File: src/rtl/go_delay_scheduler.sv
// Round-robin scheduler that time-shares one go-delay counter between N_REQ go/kill requesters.
// Optional sticky kill indicator is built only when KILL_LATCH_EN is defined.
module go_delay_scheduler #(
    parameter int N_REQ = 3,
    parameter int DELAY = 4
) (
    input  logic             i_clk,
    input  logic             reset_n,
    input  logic [N_REQ-1:0] i_req,
    input  logic [N_REQ-1:0] i_kill,
    input  logic             i_kill_clr,
    output logic [N_REQ-1:0] o_grant,
    output logic [N_REQ-1:0] o_done,
    output logic [N_REQ-1:0] o_abort,
    output logic             o_busy,
    output logic             o_kill_ltchd
);

    localparam int CNT_W = $clog2(DELAY + 1);
    localparam int IDX_W = (N_REQ > 1) ? $clog2(N_REQ) : 1;
    localparam logic [IDX_W-1:0] LAST_IDX = IDX_W'(N_REQ - 1);
    localparam logic [N_REQ-1:0] GRANT_LSB = {{(N_REQ-1){1'b0}}, 1'b1};

    typedef enum logic [1:0] {
        IDLE = 2'd0,
        RUN  = 2'd1,
        DONE = 2'd2
    } state_t;

    state_t             state_r;
    logic [CNT_W-1:0]   cnt_r;
    logic [IDX_W-1:0]   ptr_r;
    logic [IDX_W-1:0]   owner_r;
    logic [N_REQ-1:0]   grant_r;
    logic [N_REQ-1:0]   done_r;
    logic [N_REQ-1:0]   abort_r;
    logic               busy_r;

    logic [N_REQ-1:0]   eligible_s;
    logic [IDX_W-1:0]   cand_s;
    logic [IDX_W-1:0]   pick_s;
    logic               found_s;
    int                 sum_s;

    // Round-robin search: first eligible channel at or after the pointer, wrapping
    always_comb begin
        eligible_s = i_req & ~i_kill;
        found_s    = 1'b0;
        pick_s     = '0;
        cand_s     = '0;
        sum_s      = 0;
        for (int i = 0; i < N_REQ; i++) begin
            sum_s  = int'(ptr_r) + i;
            sum_s  = (sum_s >= N_REQ) ? (sum_s - N_REQ) : sum_s;
            cand_s = IDX_W'(sum_s);
            if (!found_s && eligible_s[cand_s]) begin
                found_s = 1'b1;
                pick_s  = cand_s;
            end else begin
                found_s = found_s;
            end
        end
    end

    // Scheduler FSM with registered grant/done/abort/busy
    always_ff @(posedge i_clk or negedge reset_n) begin
        if (!reset_n) begin
            state_r <= IDLE;
            cnt_r   <= '0;
            ptr_r   <= '0;
            owner_r <= '0;
            grant_r <= '0;
            done_r  <= '0;
            abort_r <= '0;
            busy_r  <= 1'b0;
        end else begin
            done_r  <= '0;
            abort_r <= '0;
            case (state_r)
                IDLE: begin
                    if (found_s) begin
                        state_r <= RUN;
                        cnt_r   <= CNT_W'(DELAY - 1);
                        owner_r <= pick_s;
                        grant_r <= GRANT_LSB << pick_s;
                        busy_r  <= 1'b1;
                        ptr_r   <= (pick_s == LAST_IDX) ? IDX_W'(0) : (pick_s + IDX_W'(1));
                    end else begin
                        grant_r <= '0;
                        busy_r  <= 1'b0;
                    end
                end
                RUN: begin
                    // Owner kill outranks the terminal count
                    if (i_kill[owner_r]) begin
                        state_r <= IDLE;
                        abort_r <= grant_r;
                        grant_r <= '0;
                        busy_r  <= 1'b0;
                    end else if (cnt_r == CNT_W'(0)) begin
                        state_r <= DONE;
                        done_r  <= grant_r;
                    end else begin
                        cnt_r <= cnt_r - CNT_W'(1);
                    end
                end
                DONE: begin
                    state_r <= IDLE;
                    grant_r <= '0;
                    busy_r  <= 1'b0;
                end
                default: begin
                    state_r <= IDLE;
                    cnt_r   <= '0;
                    grant_r <= '0;
                    busy_r  <= 1'b0;
                end
            endcase
        end
    end

    assign o_grant = grant_r;
    assign o_done  = done_r;
    assign o_abort = abort_r;
    assign o_busy  = busy_r;

`ifdef KILL_LATCH_EN
    logic kill_ltchd_r;

    // Sticky record of any kill; clear wins over a same-cycle kill
    always_ff @(posedge i_clk or negedge reset_n) begin
        if (!reset_n) begin
            kill_ltchd_r <= 1'b0;
        end else if (i_kill_clr) begin
            kill_ltchd_r <= 1'b0;
        end else if (|i_kill) begin
            kill_ltchd_r <= 1'b1;
        end else begin
            kill_ltchd_r <= kill_ltchd_r;
        end
    end

    assign o_kill_ltchd = kill_ltchd_r;
`else
    logic unused_kill_clr_s;
    assign unused_kill_clr_s = i_kill_clr;
    assign o_kill_ltchd      = 1'b0;
`endif

endmodule
File: config.mk
export PLATFORM = sky130hd
export DESIGN_NAME = go_delay_scheduler
export DESIGN_NICKNAME = d
export VERILOG_FILES = /design/src/rtl/go_delay_scheduler.sv
export SDC_FILE = /design/constraint.sdc
export NUM_CORES = 1
export LEC_CHECK = 0
export ABC_AREA = 1
export BUFFER_PORTS_ARGS = -buffer_cell sky130_fd_sc_hd__buf_2
export CORE_MARGIN = 4
export CORE_UTILIZATION = 27
export CTS_BUF_LIST = sky130_fd_sc_hd__clkbuf_16
export CTS_CLUSTER_SIZE = 30
export DETAILED_ROUTE_END_ITERATION = 10
export SYNTH_ARGS = -nofsm -noshare
export SYNTH_HDL_FRONTEND = slang
export SYNTH_SLANG_ARGS = --single-unit
File: constraint.sdc
create_clock -name i_clk -period 1.4 [get_ports i_clk]
set_input_delay 0 -clock i_clk [delete_from_list [all_inputs] [get_ports i_clk]]
set_output_delay 0 -clock i_clk [all_outputs]
set_load 0.1 [all_outputs]
==> results of run 1 <==
worst register-to-register path: stages (launching register included):
cell and delay (ps):
dfrtp_1 400, inv_2 70, ha_4 300, inv_4 50, nand3_2 50, nand2_2 60
a21oi_4 260, nand2_4 100, nor2_4 130, nand2_4 90, nand2_4 70, nand2_1 50
nand2_1 50
cell usage in the layout, fill, tap and decap left out, types with 4 or more instances in the layout:
cell type | Yosys | final
nand2_1 | 37 | 34
dfrtp_1 | 19 | 19
inv_1 | 19 | 18
buf_2 | 0 | 17
nor2_1 | 16 | 15
buf_4 | 1 | 13
nand3_2 | 3 | 8
nand3_1 | 12 | 7
nand2_2 | 5 | 5
nand2_4 | 2 | 5
nand4_1 | 4 | 4
power by group:
group / internal, mW / total (mW) / switching, mW / leakage, nW
Clock: 0.383 / 0.584 / 0.201 / 0.0409
Sequential: 0.721 / 0.837 / 0.116 / 0.250
Combinational: 0.854 / 2.47 / 1.62 / 0.528
Total: 1.96 / 3.89 / 1.94 / 0.819
sequential cells by signal, indices dropped and copies added (netlist names):
name,cells
state_r,2
ptr_r,2
cnt_r,3
o_abort,3
o_busy,1
o_grant,3
owner_r,2
o_done,3
metal layers:
layer / GRT usage / wire length, um / vias to the layer above
met5: 0 / 0 / -
met4: 0.0188 / 0 / 0
met3: 0.0166 / 48 / 0
met2: 0.163 / 1170 / 11
met1: 0.137 / 1170 / 446
li1: - / - / 516
layout make-up:
| cell class | count | area share |
|---|---|---|
| flip-flops and latches | 19 | 0.310 |
| clock inverters | 1 | 0.00327 |
| well taps | 50 | 0.0408 |
| multi-input cells | 101 | 0.408 |
| inverters | 22 | 0.0555 |
| clock buffers | 3 | 0.0490 |
| repair buffers | 32 | 0.133 |
what timing repair did:
action | 4_1_cts | 5_1_grt
resized for setup | 5 | 13
hold endpoints to repair | 19 | 0
setup endpoints to repair | 12 | 13
pin swaps | 3 | 10
buffers inserted | 1 | 1
hold buffers | 1 | 0
how the worst min path moves through the flow:
| stage | endpoint | slack (ps) | cells past startpoint | start |
|---|---|---|---|---|
| 2_1_floorplan | cnt_r[0] | -300 | 0 | reset_n |
| 3_3_place_gp | cnt_r[0] | -20 | 1 | reset_n |
| 3_5_place_dp | state_r[0] | -30 | 1 | reset_n |
| 4_1_cts | owner_r[1] | 260 | 2 | reset_n |
| 5_1_grt | owner_r[1] | 290 | 2 | reset_n |
| 6_report | state_r[1] | 230 | 5 | i_kill[1] |
synthesized netlist by cell type, types with 2 or more instances:
master / count / area share
nand3_2: 3 / 0.027
nand3_1: 12 / 0.054
dfrtp_1: 19 / 0.43
inv_1: 19 / 0.064
nor3_1: 2 / 0.0090
inv_2: 3 / 0.010
nand4_1: 4 / 0.023
nand2_2: 5 / 0.028
a21oi_1: 3 / 0.014
nand2_1: 37 / 0.13
nor2_1: 16 / 0.054
ha_1: 5 / 0.056
nand2_4: 2 / 0.020
o21ai_0: 5 / 0.023
cells by family after synthesis:
family | share of synthesized area
adder cells (fa/ha/maj) | 0.0564
AND/OR/NAND/NOR | 0.351
XOR/XNOR | 0.00790
flip-flops | 0.429
AO/OA/AOI/OAI | 0.0711
other | 0.00338
buffers and inverters | 0.0813
per-stage QoR:
step / total power, mW / util / cell area, um2
after floorplan: 2.48 / - / 1130
after global placement: 3.05 / 0.343 / 1360
after detailed placement: 3.07 / 0.343 / 1360
after CTS: 3.72 / 0.371 / 1480
after global routing: 4.21 / 0.386 / 1530
final: 3.89 / 0.386 / 1530
==> metrics.yaml, run 1 <==
worstSetupPathType: "reg -> reg"
setup_viol: 12
crit_buf_inv: 2
timing.final.ws_setup_ps: -354
cts_buffers: 3
multi_input_area_um2: 626
io_buffer_count: 17
cts_tree: "done"
power_density_nw_per_um2: 2540
dr.pass1.iters: 4
syn_nets: 157
seq_area_frac_synth: 0.429
clkTransAtPathRegs_ps: 60
yosys_most_used_dff: "dfrtp_1"
path_max_fanout: 5
cp_common_cell: "nand2_4"
drt_iter0_markers: 25
antenna_cells: 0
synth_cell_type_count: 22
rsz0062_at_grt: "yes"
crit_required_ps: 1590
regArea_um2: 475
cp_num_cells: 12
die_h_um: 72.1
cpMaxStageDelayCell: "dfrtp_1"
max-cap-violations: 0
endpoint: "cnt_r[2]"
wl_per_cell_um: 10.5
syn-mean-instance-area_um2: 7.75
holdWs_ps: 235
arrival_ps: 1940
start_util: 0.279
overflow: 0
clock_path_buffers: 2
grt_pass1_wl_um: 4220
layout-drive-gt1-share: 0.365
grt_pass1_vias: 984
die_area_um2: 5190
cp_cell_sequence: "inv_2 -> ha_4 -> inv_4 -> nand3_2 -> nand2_2 -> a21oi_4 -> nand2_4 -> nor2_4 -> nand2_4 -> nand2_4 -> nand2_1 -> nand2_1"
antenna_found_initial: 0
violations: "setup timing"
worstSetupStartpoint: "ptr_r[0]"
setup_tns_ps: -4010
cts-root-buf: "clkbuf_16"
ir_worst_vdd_uv: 1550
finalHoldViolCount: 0
startpoint_type: "flip-flop"
dp_slack_ps: -348
ant_nets: 0
ys_seq_elements: 19
grt.total_usage: 0.0987
reg2reg_depth: 12
rows: 23
path_delay_family: "simple AND/OR/NAND/NOR gates"
clock_skew_ps: 2.39
vias: 973
fin_crit_sh: 1.25
timing.fmax_mhz: 570
placed_cells: 221
slew_violations: 0
drc: 0
r2r_start: "ptr_r[0]"
hp-class: "in -> reg"
ios: 20
grt_max_degree: 20
final_nets: 193
worstReg2RegEnd: "cnt_r[2]"
detail_route.vias_per_cell: 4.27
htreeDepth: 1
core_um2: 3970
fillers: 410
end_kind: "flip-flop"
yosys_warnings: 0
cts.sinks: 19
rrSetupSlack_ps: -350
synth_area_um2: 1110
synth-edff-count: 0
max_stage_delay_ps: 400
syn_to_final_growth_pct: 38.3
routabilityCongestion: 0.777
insertion_delay_ps: 250
dp_hpwl_um: 1860
async_flop_share: 1.00
min_period_ps: 1750
synthCells: 143
layout.cells.non_filler: 228
cellLeakagePower_nw: 0.819
drt-total-wl_um: 2390
run_status: "complete, but fails checks"
die_x_um: 72.1
(Power assumes the default switching activity.)
==> inputs of run 2 (changes only) <==
--- a/config.mk
+++ b/config.mk
@@ -14,2 +14,3 @@
 export DETAILED_ROUTE_END_ITERATION = 10
+export SKIP_CTS_REPAIR_TIMING = 1
 export SYNTH_ARGS = -nofsm -noshare
==> constraint.sdc (replaced) <==
create_clock -name i_clk -period 1.4 [get_ports i_clk]
set_input_delay 0.28 -clock i_clk [delete_from_list [all_inputs] [get_ports i_clk]]
set_output_delay 0.28 -clock i_clk [all_outputs]
set_load 0.1 [all_outputs]
==> run 2 against run 1 <==
  * The flow finishes with violations (hold timing, setup timing)
  * Non-clock buffer count grew 2
  * Wire length is 3.6% higher
  * First-iteration DRC count decreased by 44%
  * Fmax grew 1.1%
  * Clock skew barely moved
  * Global-route usage rose by 0.42 points
  * Largest cell class unchanged
==> metrics.yaml, run 2 (synthesis gave the netlist of run 1 again) <==
run_status: "complete, but fails checks"
violations: "hold timing, setup timing"
cts_buffers: 3  # unchanged
antenna_cells: 0  # unchanged
clkTransAtPathRegs_ps: 50  # about the same
dp_hpwl_um: 1840  # -0.64%
syn_to_final_growth_pct: 43.5
cellLeakagePower_nw: 0.832  # +1.6%
finalHoldViolCount: 19  # +19
rows: 23  # unchanged
path_max_fanout: 6  # +1
slew_violations: 0  # unchanged
final_nets: 195  # +1.0%
end_kind: "flip-flop"
cp_cell_sequence: "inv_2 -> ha_4 -> inv_4 -> nand3_2 -> nand2_2 -> a21oi_4 -> nand2_4 -> o21ai_4 -> o21ai_1"
htreeDepth: 1  # unchanged
power_density_nw_per_um2: 2520  # -0.84%
wl_met3_um: 77  # +60%
wl_met2_um: 1300  # +11%
clock_skew_ps: 2.80  # +0.407 ps
hp-class: "in -> async"
io_buffer_count: 17  # unchanged
placed_area_um2: 1400  # +2.8%
ir_worst_vdd_uv: 1060  # -32%
core_um2: 3970  # unchanged
insertion_delay_ps: 250  # about the same
drc: 0  # unchanged
wl_per_cell_um: 10.8  # +2.7%
drt-met1-wl_um: 1090  # -7.6%
cts_tree: "done"
highest_layer: "met4"
grt_pass1_vias: 950  # -3.5%
setup_viol: 12  # unchanged
cpMaxStageDelayCell: "dfrtp_1"
min_period_ps: 1730  # -19.6 ps
final_area_um2: 1590  # +3.8%
cts-root-buf: "clkbuf_16"
ios: 20  # unchanged
max_stage_delay_ps: 380  # -20 ps
drt-total-wl_um: 2480  # +3.6%
overflow: 0  # unchanged
start_util: 0.279  # unchanged
detail_route.vias_per_cell: 4.33  # +1.6%
final_cell_mix: "31 x nand2_1, 19 x inv_1, 18 x dfrtp_1, 16 x buf_4, 15 x buf_2"
layout-drive-gt1-share: 0.394  # +0.0293
routabilityCongestion: 0.765  # -1.5%
worstSetupStartpoint: "ptr_r[0]"
cts.sinks: 19  # unchanged
arrival_ps: 1850  # -90 ps
grt.total_usage: 0.103  # +0.00418
die_h_um: 72.1  # unchanged
reg2reg_depth: 9  # -3
r2r_start: "ptr_r[0]"
grt_max_degree: 20  # unchanged
dr.pass1.iters: 4  # unchanged
rsz0062_at_grt: "yes"
grt_pass1_wl_um: 4300  # +1.8%
drt_iter0_markers: 14  # -44%
die_x_um: 72.1  # unchanged
final_common_cell: "nand2_1"
antenna_found_initial: 0  # unchanged
holdWs_ps: -36.9  # -272 ps
max-cap-violations: 0  # unchanged
ant_nets: 0  # unchanged
crit_required_ps: 1520  # -70 ps
timing.final.ws_setup_ps: -334  # +19.6 ps
vias: 997  # +2.5%
fin_crit_sh: 1.24  # -0.0140
timing.fmax_mhz: 577  # +1.1%
worstSetupPathType: "reg -> reg"
startpoint_type: "flip-flop"
clock_path_buffers: 2  # unchanged
die_area_um2: 5190  # unchanged
run 2: cell types whose count changed in the layout (fill, tap and decap cells not counted), sizes merged:
cell / previous run / this run
dlygate4sd3: 1 / 0
clkinv: 1 / 0
inv: 22 / 23
buf: 31 / 34
run 2: final cells by class:
cell class | count | area [um2]
fill | 410 | 2380
sequential | 19 | 477
clock buffer | 3 | 75.1
inverter | 22 | 85.1
multi-input combinational | 101 | 641
tap | 50 | 62.6
timing repair buffer | 34 | 246
clock inverter | 1 | 3.75
run 2: final timing paths:
| kind | endpoint | slack, ps |
|---|---|---|
| worst min register to register | cnt_r[1] | 470 |
| max in group asynchronous | ptr_r[1] | 1100 |
| worst min-delay path | owner_r[0] | -40 |
| worst max-delay path | state_r[0] | -330 |
| worst max register to register | state_r[0] | -330 |
| min in group i_clk | cnt_r[1] | 470 |
run 2: per-stage QoR:
step	utilization	std cells	TNS, ps	setup slack, ps	power (mW)
after floorplan	-	143	-1700	-164	2.48
after global routing	0.400	230	-5010	-443	4.35
after detailed placement	0.352	222	-3610	-348	3.12
final	0.400	230	-3560	-334	4.01
after CTS	0.372	226	-3910	-371	3.72
after global placement	0.352	222	-3310	-315	3.10
run 2: worst max-delay path: cells and delay by family, from the launching register on:
family | cells | cell delay (ps)
compound gates | 3 | 590
fa+ha+maj | 1 | 300
buf+inv | 2 | 110
flops | 1 | 380
simple gates | 3 | 210
run 2: routing by layer:
| layer | vias up | global-route usage |
|---|---|---|
| met5 | - | 0 |
| met4 | 0 | 0.0125 |
| met3 | 2 | 0.0277 |
| met2 | 11 | 0.173 |
| met1 | 462 | 0.136 |
| li1 | 522 | - |
run 2: power breakdown:
part	leakage (nW)	switching, mW	internal, mW
Sequential	0.248	0.125	0.722
Combinational	0.541	1.63	0.955
Clock	0.0423	0.197	0.380
